===== config.mk =====
export PLATFORM = sky130hd
export DESIGN_NAME = symbol_modulator
export DESIGN_NICKNAME = d
export VERILOG_FILES = /design/src/rtl/symbol_modulator.sv
export SDC_FILE = /design/constraint.sdc
export NUM_CORES = 1
export LEC_CHECK = 0
export CAP_MARGIN = 15
export CORE_UTILIZATION = 46
export CTS_CLUSTER_SIZE = 10
export DETAILED_ROUTE_END_ITERATION = 10
export GPL_TIMING_DRIVEN = 0
export PLACE_DENSITY = 0.75
export SYNTH_ARGS = -nofsm -noshare
export SYNTH_HDL_FRONTEND = slang
export SYNTH_SLANG_ARGS = --single-unit

===== constraint.sdc =====
create_clock -name clk -period 3.2 [get_ports clk]
set_clock_uncertainty 0.05 [all_clocks]
set_input_delay 0.32 -clock clk [delete_from_list [all_inputs] [get_ports clk]]
set_output_delay 0.32 -clock clk [all_outputs]
set_load 0.02 [all_outputs]

===== src/rtl/symbol_modulator.sv =====
// symbol_modulator: symbol timer + 5-bit PN source driving BPSK and on-off ASK
// modulation of an offset-binary carrier stream.
// Optional feature: define MODULATOR_SYMBOL_COUNT_EN to add a 16-bit
// free-running count of symbol boundaries on output sym_count.
module symbol_modulator #(
   parameter int S     = 12,
   parameter int DIV_W = 16
) (
   input  logic             clk,
   input  logic             reset_n,
   input  logic             enable,
   input  logic [DIV_W-1:0] sym_div,
   input  logic [S-1:0]     carrier,
   input  logic             carrier_valid,
   output logic [S-1:0]     bpsk_out,
   output logic [S-1:0]     ask_out,
   output logic             out_valid,
   output logic             data_bit,
   output logic             sym_tick
`ifdef MODULATOR_SYMBOL_COUNT_EN
   ,
   output logic [15:0]      sym_count
`endif
);

   // Offset-binary zero level.
   localparam logic [S-1:0] MID = {1'b1, {(S-1){1'b0}}};

   logic [DIV_W-1:0] r_count;
   logic [4:0]       r_lfsr;
   logic             r_tick;
   logic [S-1:0]     r_bpsk;
   logic [S-1:0]     r_ask;
   logic             r_vld;
   logic             w_boundary;
   logic             w_fb;
   logic             w_bit;

   // A boundary uses >= so shrinking sym_div below the running count
   // ends the symbol on the next enabled cycle instead of wrapping around.
   assign w_boundary = enable && (r_count >= sym_div);
   assign w_fb       = r_lfsr[4] ^ r_lfsr[2];
   assign w_bit      = r_lfsr[0];

   // Symbol period counter; frozen while enable is low.
   always_ff @(posedge clk or negedge reset_n) begin
      if (!reset_n) begin
         r_count <= '0;
      end else if (enable) begin
         if (w_boundary) r_count <= '0;
         else            r_count <= r_count + 1'b1;
      end
   end

   // PN data source (x^5+x^3+1) advancing once per symbol; tick follows one cycle later.
   always_ff @(posedge clk or negedge reset_n) begin
      if (!reset_n) begin
         r_lfsr <= 5'b00001;
         r_tick <= 1'b0;
      end else begin
         r_tick <= w_boundary;
         if (w_boundary) r_lfsr <= {r_lfsr[3:0], w_fb};
      end
   end

   // Modulators run regardless of enable and use the pre-update data bit.
   always_ff @(posedge clk or negedge reset_n) begin
      if (!reset_n) begin
         r_bpsk <= MID;
         r_ask  <= MID;
         r_vld  <= 1'b0;
      end else begin
         r_vld <= carrier_valid;
         if (carrier_valid) begin
            r_bpsk <= w_bit ? carrier : ~carrier;
            r_ask  <= w_bit ? carrier : MID;
         end
      end
   end

`ifdef MODULATOR_SYMBOL_COUNT_EN
   logic [15:0] r_sym_count;

   // Boundary counter, wraps naturally at 16 bits.
   always_ff @(posedge clk or negedge reset_n) begin
      if (!reset_n)        r_sym_count <= '0;
      else if (w_boundary) r_sym_count <= r_sym_count + 16'd1;
   end

   assign sym_count = r_sym_count;
`endif

   assign bpsk_out  = r_bpsk;
   assign ask_out   = r_ask;
   assign out_valid = r_vld;
   assign data_bit  = w_bit;
   assign sym_tick  = r_tick;

endmodule

==> results.yml, run 1 <==
worst_setup_path:
  crit_required_ps: 3340
  cp_num_buf_inv: 3
  cpPeakStageDelay_ps: 490
  crit_type: "input pin to register"
  cp-end-kind: "register"
  crit_fanout: 10
  cp_slowest_cell: "or3_1"
  cp_top_family: "buffers and inverters"
  rrSetupSlack_ps: 720
  startpoint_type: "input pin"
  worstPathCellList: "clkdlybuf4s50_1 -> inv_1 -> ha_1 -> nand4_1 -> or3_1 -> a2111oi_4 -> o31a_1 -> buf_6 -> mux2_4"
  critical_path_arrival_ps: 2690
clocking:
  ctsHtreeMaxLevel: 2
  cts_tree: "done"
  clk_pin_slew_ps: 80
  cts.sinks: 47
  cts_resized: 0
  root_buffer: "clkbuf_8"
  numCtsBuffers: 5
  cts_hold_buf: 1
  clock_latency_ps: 300
  clockBufferDepth: 2
  cts_setup_buffers: 0
global_route:
  grt_util_all_layers_pct: 17.5
  grt_max_degree: 33
  grt_pass1_wl_um: 7990
  antenna_found_initial: 0
  globalRouteOverflowTotal: 0
  grt_pass1_vias: 1763
synthesis:
  yosysUniqueCellTypes: 35
  syn-cell-area_mm2: 0.00253
  avgSynthCellArea_um2: 11.3
  synth.largest_area_cell: "dfrtp_1"
  ys_ff_latch: 47
  synthTopCellsByArea: "dfrtp_1 (44%), ha_1 (14%), mux2_2 (5.3%)"
  synth.top_cell.area_share_pct: 43.5
  postSynthCellCount: 223
  ys_warn_count: 0
  synthesis.nets: 284
  ys_seq_area_share_pct: 46.7
pwr:
  p_sw_mw: 0.394
  leakage_nw: 1.68
  clockPowerShare_pct: 26.4
  power_density_mw_per_mm2: 403
  power_frac_comb_pct: 20.6
  power_frac_seq_pct: 53.0
  swShare_pct: 29.6
  ir_drop_v: 0.000272
  p_int_mw: 0.936
routing:
  postRouteWirelength_um: 4660
  drtPass1Iterations: 4
  ant_nets: 0
  drtIter0Drc: 44
  vias_per_cell: 4.87
  route.detailed.wl_per_inst_um: 12.9
  drc: 0
  vias: 1752
timing:
  tightest_slew_ps: 764
  hold_viol_final: 0
  max_slew_margin_pct: 49.1
  fin_ws_ps: 650
  fmax_mhz: 392
  rsz0062_at_grt: "no"
  period_needed_ps: 2550
  setup_viol: 0
  drv_slew: 0
  timing.hold.ws_ps: 363
  min_period_over_period_pct: 79.7
  finalSetupTns_ps: 0
floorplan:
  die_y_um: 76.1
  fp.dieW_um: 76.1
  rows: 26
  core-area_mm2: 0.00520
  die_area_mm2: 0.00580
  start_util_pct: 48.6
  ios: 59
place:
  dp_worst_setup_slack_ps: 360
  numPortBuffers: 57
  hpwl_um: 3480
  dp.cells: 351
  routabilityCongestion: 0.776
cells_and_area:
  final_cell_count_no_fill: 360
  area_delta_synth_final_pct: 30.4
  nFillCells: 443
  diodes: 0
  drive_gt1_share_pct: 11.4
  fin_nets: 350
  fin_util_pct: 63.3
job:
  max_cap_viol_count: 0
status:
  status: "complete, no violations"
hold_path:
  worstHoldPathType: "input pin to register"
worst reg2reg max path, delay by kind of cell, from the launching register on:
family	cells	cell delay [ps]
AOI/OAI and AO/OA	2	470
adders and majority gates	1	310
muxes	1	310
buffers and inverters	1	160
and+or+nand+nor	2	630
DFF	1	420
state kept, by name, indices dropped and copies added, names as in the netlist:
name and cells:
r_count 16, ask_out 12, bpsk_out 12, r_lfsr 5, out_valid 1, sym_tick 1
cell type report:
class	instances	area [µm²]	area share [%]
Buffer	6	40.0	1.21
Clock buffer	6	72.6	2.20
Clock inverter	2	12.5	0.380
Inverter	31	116	3.53
Multi-Input combinational cell	139	1190	36.2
Sequential cell	47	1180	35.8
Tap cell	70	87.6	2.66
Timing Repair Buffer	59	596	18.1
cells in the final DEF (no fill, tap or decap), types with 2 or more instances in the layout:
| cell | synthesis | final |
|---|---|---|
| a21o_1 | 3 | 3 |
| a21oi_1 | 2 | 2 |
| and3_1 | 3 | 3 |
| clkbuf_1 | 3 | 4 |
| clkbuf_8 | 1 | 6 |
| clkdlybuf4s50_1 | 0 | 56 |
| dfrtp_1 | 44 | 44 |
| dfstp_2 | 3 | 3 |
| ha_1 | 29 | 29 |
| inv_1 | 31 | 31 |
| mux2_2 | 12 | 12 |
| mux2_4 | 5 | 5 |
| mux2i_1 | 12 | 12 |
| nand2_1 | 10 | 10 |
| nand3_1 | 6 | 6 |
| nand4_1 | 5 | 5 |
| nor2_1 | 18 | 18 |
| nor3_1 | 5 | 5 |
| o21ai_0 | 2 | 2 |
| xnor2_1 | 5 | 5 |
| xor2_1 | 9 | 9 |
routing by layer:
metal / global-route usage, % / vias up / share of wire [%] / routed length [µm]
li1: - / 884 / - / -
met1: 22.2 / 832 / 46 / 2150
met2: 29.1 / 30 / 49 / 2260
met3: 4.43 / 6 / 3.6 / 169
met4: 5.77 / 0 / 1.5 / 69
met5: 0 / - / 0 / 0
metrics by stage:
| step | instance area, µm² | power, mW |
|---|---|---|
| 2_1_floorplan | 2530 | 0.863 |
| 3_3_place_gp | 3190 | 0.977 |
| 3_5_place_dp | 3200 | 0.989 |
| 4_1_cts | 3300 | 1.35 |
| 5_1_grt | 3300 | 1.40 |
| 6_report | 3300 | 1.33 |
power groups by stage:
stage | combinational, mW | sequential [mW] | clock (mW)
CTS | 0.279 | 0.703 | 0.364
global placement | 0.264 | 0.713 | 0
global route | 0.304 | 0.712 | 0.386
finish | 0.274 | 0.705 | 0.351
floorplan | 0.144 | 0.719 | 0
detailed placement | 0.275 | 0.714 | 0
Yosys cell counts (all sizes together):
cell type,instances
mux2,17
mux2i,12
inv,31
o41ai,1
a2111o,1
or3,2
a21oi,2
nor3,5
o21ai,2
and4,1
dfrtp,44
xor2,9
o22ai,1
nor2,18
a21o,3
a221oi,1
dfstp,3
o2bb2ai,1
o21a,1
ha,29
nand3b,1
nand2b,1
a2111oi,1
and3,3
buf,2
nand3,6
nand4,5
o31a,1
xnor2,5
clkbuf,4
nand2,10
kinds of logic after synthesis:
group                    Yosys count  synth area share, %
flip-flops                        47                 46.7
XOR/XNOR                          14                 4.85
multiplexers                      29                 13.1
adder cells (fa/ha/maj)           29                 14.3
AO/OA/AOI/OAI                     15                 5.15
AND/OR/NAND/NOR                   52                 9.75
buffers and inverters             37                 6.18
final timing paths:
check | start | end | depth (start not counted)
worst max-delay path | sym_div[13] | r_lfsr[1] | 9
worst min-delay path | enable | r_count[1] | 3
worst max register to register | r_count[14] | r_lfsr[1] | 7
worst min register to register | ask_out[11] | ask_out[11] | 2
max in group asynchronous | reset_n | ask_out[11] | 3
min in group asynchronous | reset_n | ask_out[7] | 2
(Power assumes the default switching activity.)
==> inputs of run 2 (changes only) <==
clock period = 2.45 ns   (was 3.2 ns; I/O delays follow)
==> run 2 against run 1 <==
Compared with the run above: the flow now finishes with violations (setup timing); sequential share of layout area down 0.87 points; worst hold slack got worse by 73 ps; non-clock buffer count rose by 5; combinational power grew 32%; routed wire length rose by 3.4%; count of clock-buffer cells in the layout stayed put; sequential power grew 31%; register-to-register slack got worse by 710 ps; total power is 31% higher; worst setup slack worse by 670 ps.
==> results.yml, run 2 (synthesized netlist as in run 1, its figures left out) <==
routing:
  route.detailed.wl_per_inst_um: 13.2
  vias_per_cell: 4.87
  drtPass1Iterations: 4
  ant_nets: 0
  postRouteWirelength_um: 4810
  vias: 1779
  drtIter0Drc: 41
  drc: 0
worst_setup_path:
  worstPathCellList: "clkdlybuf4s50_1 -> inv_2 -> ha_4 -> nand4_1 -> or3_4 -> a2111oi_4 -> o31a_1 -> buf_6 -> mux2_4"
  cp-end-kind: "register"
  cpPeakStageDelay_ps: 500
  crit_required_ps: 2590
  crit_type: "input pin to register"
  crit_fanout: 5
  cp_slowest_cell: "clkdlybuf4s50_1"
  startpoint_type: "input pin"
  critical_path_arrival_ps: 2610
floorplan:
  die_y_um: 76.1
  die_area_mm2: 0.00580
  fp.dieW_um: 76.1
  rows: 26
  ios: 59
  core-area_mm2: 0.00520
  start_util_pct: 48.6
clocking:
  cts_tree: "done"
  root_buffer: "clkbuf_8"
  numCtsBuffers: 5
  clockBufferDepth: 2
  clock_latency_ps: 300
  ctsHtreeMaxLevel: 2
  cts.sinks: 47
  clk_pin_slew_ps: 80
hold_path:
  worstHoldPathType: "input pin to register"
status:
  status: "finished, violations left"
  violations: "setup timing"
cells_and_area:
  final_cell_mix: "clkdlybuf4s50_1 (54), dfrtp_1 (44), inv_1 (29)"
  fin_util_pct: 64.9
  drive_gt1_share_pct: 14.9
  design_area_mm2: 0.00338
  nFillCells: 431
  fin_nets: 355
  max_flop_register: "r_count"
  area_delta_synth_final_pct: 33.6
  layout_commonest_cell: "clkdlybuf4s50_1"
  largest_register_ffs: 16
  diodes: 0
timing:
  period_needed_ps: 2470
  fin_ws_ps: -20.9
  hold_viol_final: 0
  rsz0062_at_grt: "yes"
  setup_viol: 4
  tightest_slew_ps: 764
  drv_slew: 0
  max_slew_margin_pct: 49.1
  fmax_mhz: 405
  min_period_over_period_pct: 101
global_route:
  grt_max_degree: 33
  antenna_found_initial: 0
  grt_util_all_layers_pct: 17.4
  grt_pass1_vias: 1760
  grt_pass1_wl_um: 7980
  globalRouteOverflowTotal: 0
pwr:
  clockPowerShare_pct: 26.3
  leakage_nw: 1.73
  power_frac_comb_pct: 20.7
  p_sw_mw: 0.517
  p_int_mw: 1.22
  swShare_pct: 29.7
  power_frac_seq_pct: 52.9
  ir_drop_v: 0.000356
  power_density_mw_per_mm2: 515
job:
  max_cap_viol_count: 0
place:
  numPortBuffers: 57
  dp_worst_setup_slack_ps: -315
  routabilityCongestion: 0.776
  dpl_cell_area_mm2: 0.00320
  hpwl_um: 3480
## run 2: layer usage
layer / vias to the layer above / part of all wire (%) / GRT usage [%]
li1: 896 / - / -
met1: 847 / 46 / 22.1
met2: 31 / 49 / 29.1
met3: 5 / 3.2 / 4.43
met4: 0 / 1.3 / 5.77
met5: - / 0 / 0
## run 2: power by group through the flow
stage | logic (mW) | clock network (mW) | registers, mW
global placement | 0.345 | 0 | 0.931
detailed placement | 0.359 | 0 | 0.933
floorplan | 0.188 | 0 | 0.939
finish | 0.361 | 0.458 | 0.921
CTS | 0.365 | 0.475 | 0.918
global route | 0.399 | 0.504 | 0.930
## run 2: metrics by stage
step / power, mW / cells / hold WS [ps] / setup TNS, ps
6_report: 1.74 / 365 / 290 / -71.7
5_1_grt: 1.83 / 365 / 297 / -801
4_1_cts: 1.76 / 360 / 271 / 0
3_5_place_dp: 1.29 / 351 / 153 / -4380
2_1_floorplan: 1.13 / 223 / -101 / 0
3_3_place_gp: 1.28 / 350 / 404 / -16590
## run 2: final cells by class
class / instances / area (µm²) / share of cell area (%)
Sequential cell: 47 / 1180 / 34.9
Clock inverter: 2 / 12.5 / 0.370
Clock buffer: 6 / 72.6 / 2.15
Inverter: 31 / 116 / 3.44
Timing Repair Buffer: 64 / 636 / 18.8
Tap cell: 70 / 87.6 / 2.59
Multi-Input combinational cell: 139 / 1230 / 36.5
Buffer: 6 / 40.0 / 1.18
## run 2: critical path: cells and delay by family
family / cells / cell delay (ps)
buffers and inverters: 3 / 720
AO/OA/AOI/OAI: 2 / 590
AND/OR/NAND/NOR: 2 / 520
multiplexers: 1 / 300
adder cells (fa/ha/maj): 1 / 250
## run 2: path summary, 6_finish.rpt
check                                  from     endpoint  slack, ps  cells past startpoint
worst max-delay path            sym_div[15]    r_lfsr[1]        -20                      9
worst min-delay path                 enable   r_count[1]        290                      3
worst max register to register  r_count[13]    r_lfsr[1]         10                      7
worst min register to register  ask_out[11]  ask_out[11]        430                      2
max in group asynchronous           reset_n    r_lfsr[0]       1430                      3
min in group asynchronous           reset_n   ask_out[7]        360                      2
## run 2: what timing repair did
action | 4_1_cts | 5_1_grt
pin swaps | 0 | 7
endpoints found under the setup margin | 4 | 5
hold buffers | 1 | 0
hold endpoints to repair | 14 | 0
cloned | 0 | 1
buffers inserted | 0 | 4
gates resized for setup | 1 | 7
==> inputs of run 3 (changes only) <==
CORE_MARGIN = 2   (was default)
TNS_END_PERCENT = 5   (was default)
==> run 3 against run 2 <==
Compared with the run above: combinational power barely moved; fmax rose by 2.6%; clock power rose by 7.2%; non-clock buffer count rose by 2; register-to-register slack improved by 60 ps; count of clock-buffer cells in the layout did not move; via count rose by 1.0%; the run now ends clean; critical path depth did not move.
==> results.yml, run 3 (synthesized netlist as in run 1, its figures left out) <==
worst_setup_path:
  crit_fanout: 6
  reg2reg_from: "r_count[12]"
  crit_start: "sym_div[9]"
  critical_path_arrival_ps: 2530
  cp-end-kind: "register"
  crit_required_ps: 2580
  crit_type: "input pin to register"
  startpoint_type: "input pin"
  reg2reg_depth: 7
  rrSetupSlack_ps: 70
routing:
  drtPass1Iterations: 4
  vias_per_cell: 4.90
  vias: 1797
  ant_nets: 0
  drtIter0Drc: 68
  postRouteWirelength_um: 4850
  drc: 0
  route.detailed.wl_per_inst_um: 13.2
timing:
  hold_viol_final: 0
  timing.hold.ws_ps: 279
  period_needed_ps: 2410
  max_slew_margin_pct: 46.8
  tightest_slew_ps: 798
  finalSetupTns_ps: 0
  min_period_over_period_pct: 98.3
  setup_viol: 0
  drv_slew: 0
  fin_ws_ps: 41.7
  rsz0062_at_grt: "yes"
  fmax_mhz: 415
global_route:
  grt_max_degree: 35
  grt_pass1_wl_um: 8470
  grt_pass1_vias: 1771
  antenna_found_initial: 0
  grt_util_all_layers_pct: 17.3
  globalRouteOverflowTotal: 0
hold_path:
  hold_depth: 3
  holdCritStartpoint: "enable"
  worstHoldPathType: "input pin to register"
place:
  dp_worst_setup_slack_ps: -296
  numPortBuffers: 57
  routabilityCongestion: 0.773
  hpwl_um: 3670
  dpl_cell_area_mm2: 0.00320
clocking:
  clk_pin_slew_ps: 80
  clockBufferDepth: 2
  ctsHtreeMaxLevel: 2
  clock_latency_ps: 290
  root_buffer: "clkbuf_8"
  cts_tree: "done"
  cts.sinks: 47
  numCtsBuffers: 5
pwr:
  p_int_mw: 1.26
  power_density_mw_per_mm2: 520
  p_sw_mw: 0.517
  power_frac_comb_pct: 20.5
  ir_drop_v: 0.000363
  clockPowerShare_pct: 27.7
  swShare_pct: 29.2
  leakage_nw: 1.73
  power_frac_seq_pct: 51.8
floorplan:
  core-area_mm2: 0.00520
  start_util_pct: 48.6
  die_y_um: 78.1
  ios: 59
  rows: 26
  die_area_mm2: 0.00611
  fp.dieW_um: 78.1
cells_and_area:
  max_flop_register: "r_count"
  diodes: 0
  fin_util_pct: 65.5
  drive_gt1_share_pct: 16.2
  nFillCells: 422
  design_area_mm2: 0.00341
  final_cell_mix: "clkdlybuf4s50_1 (55), dfrtp_1 (43), inv_1 (31)"
  area_delta_synth_final_pct: 34.8
  layout_commonest_cell: "clkdlybuf4s50_1"
  fin_nets: 357
  largest_register_ffs: 16
job:
  max_cap_viol_count: 0
status:
  status: "complete, no violations"
[run 3: power groups by stage]
stage | Combinational (mW) | Sequential, mW | Clock [mW]
3_3_place_gp | 0.346 | 0.931 | 0
2_1_floorplan | 0.188 | 0.939 | 0
6_report | 0.363 | 0.918 | 0.491
3_5_place_dp | 0.365 | 0.932 | 0
4_1_cts | 0.369 | 0.918 | 0.502
5_1_grt | 0.415 | 0.927 | 0.544
[run 3: metal layers]
metal	track usage, %	vias up	wire length [µm]
li1	-	899	-
met1	24.1	872	2180
met2	28.8	24	2510
met3	2.07	2	116
met4	4.74	0	41
met5	0	-	0
[run 3: stage by stage]
step	instances	power [mW]
6_report	367	1.77
5_1_grt	367	1.89
4_1_cts	360	1.79
3_5_place_dp	351	1.30
3_3_place_gp	350	1.28
2_1_floorplan	223	1.13
[run 3: area by class of cell]
class	instances	area [µm²]	share of cell area (%)
multi-input cells	139	1230	36.1
flip-flops and latches	47	1180	34.6
repair buffers	66	654	19.2
inverters	31	116	3.41
well taps	70	87.6	2.57
clock buffers	6	82.6	2.42
plain buffers	6	41.3	1.21
clock inverters	2	16.3	0.477
[run 3: repair_timing]
action,4_1_cts,5_1_grt
setup endpoints to repair,1,6
gates resized for setup,1,12
hold buffers,1,0
hold endpoints to repair,13,0
pin swaps,0,7
buffers inserted,0,7
[run 3: path summary, 6_finish.rpt]
| path | end |
|---|---|
| min reg2reg | ask_out[11] |
| min in group asynchronous | sym_tick |
| max reg2reg | r_lfsr[1] |
| max in group asynchronous | r_lfsr[0] |
| max | r_lfsr[1] |
| min | r_count[0] |
[run 3: critical path, cell delays in order]
cell,delay (ps)
clkdlybuf4s50_1,450
inv_1,50
ha_1,310
nand2_1,70
or3_4,420
a2111oi_4,370
o31a_1,180
buf_6,140
mux2_4,300
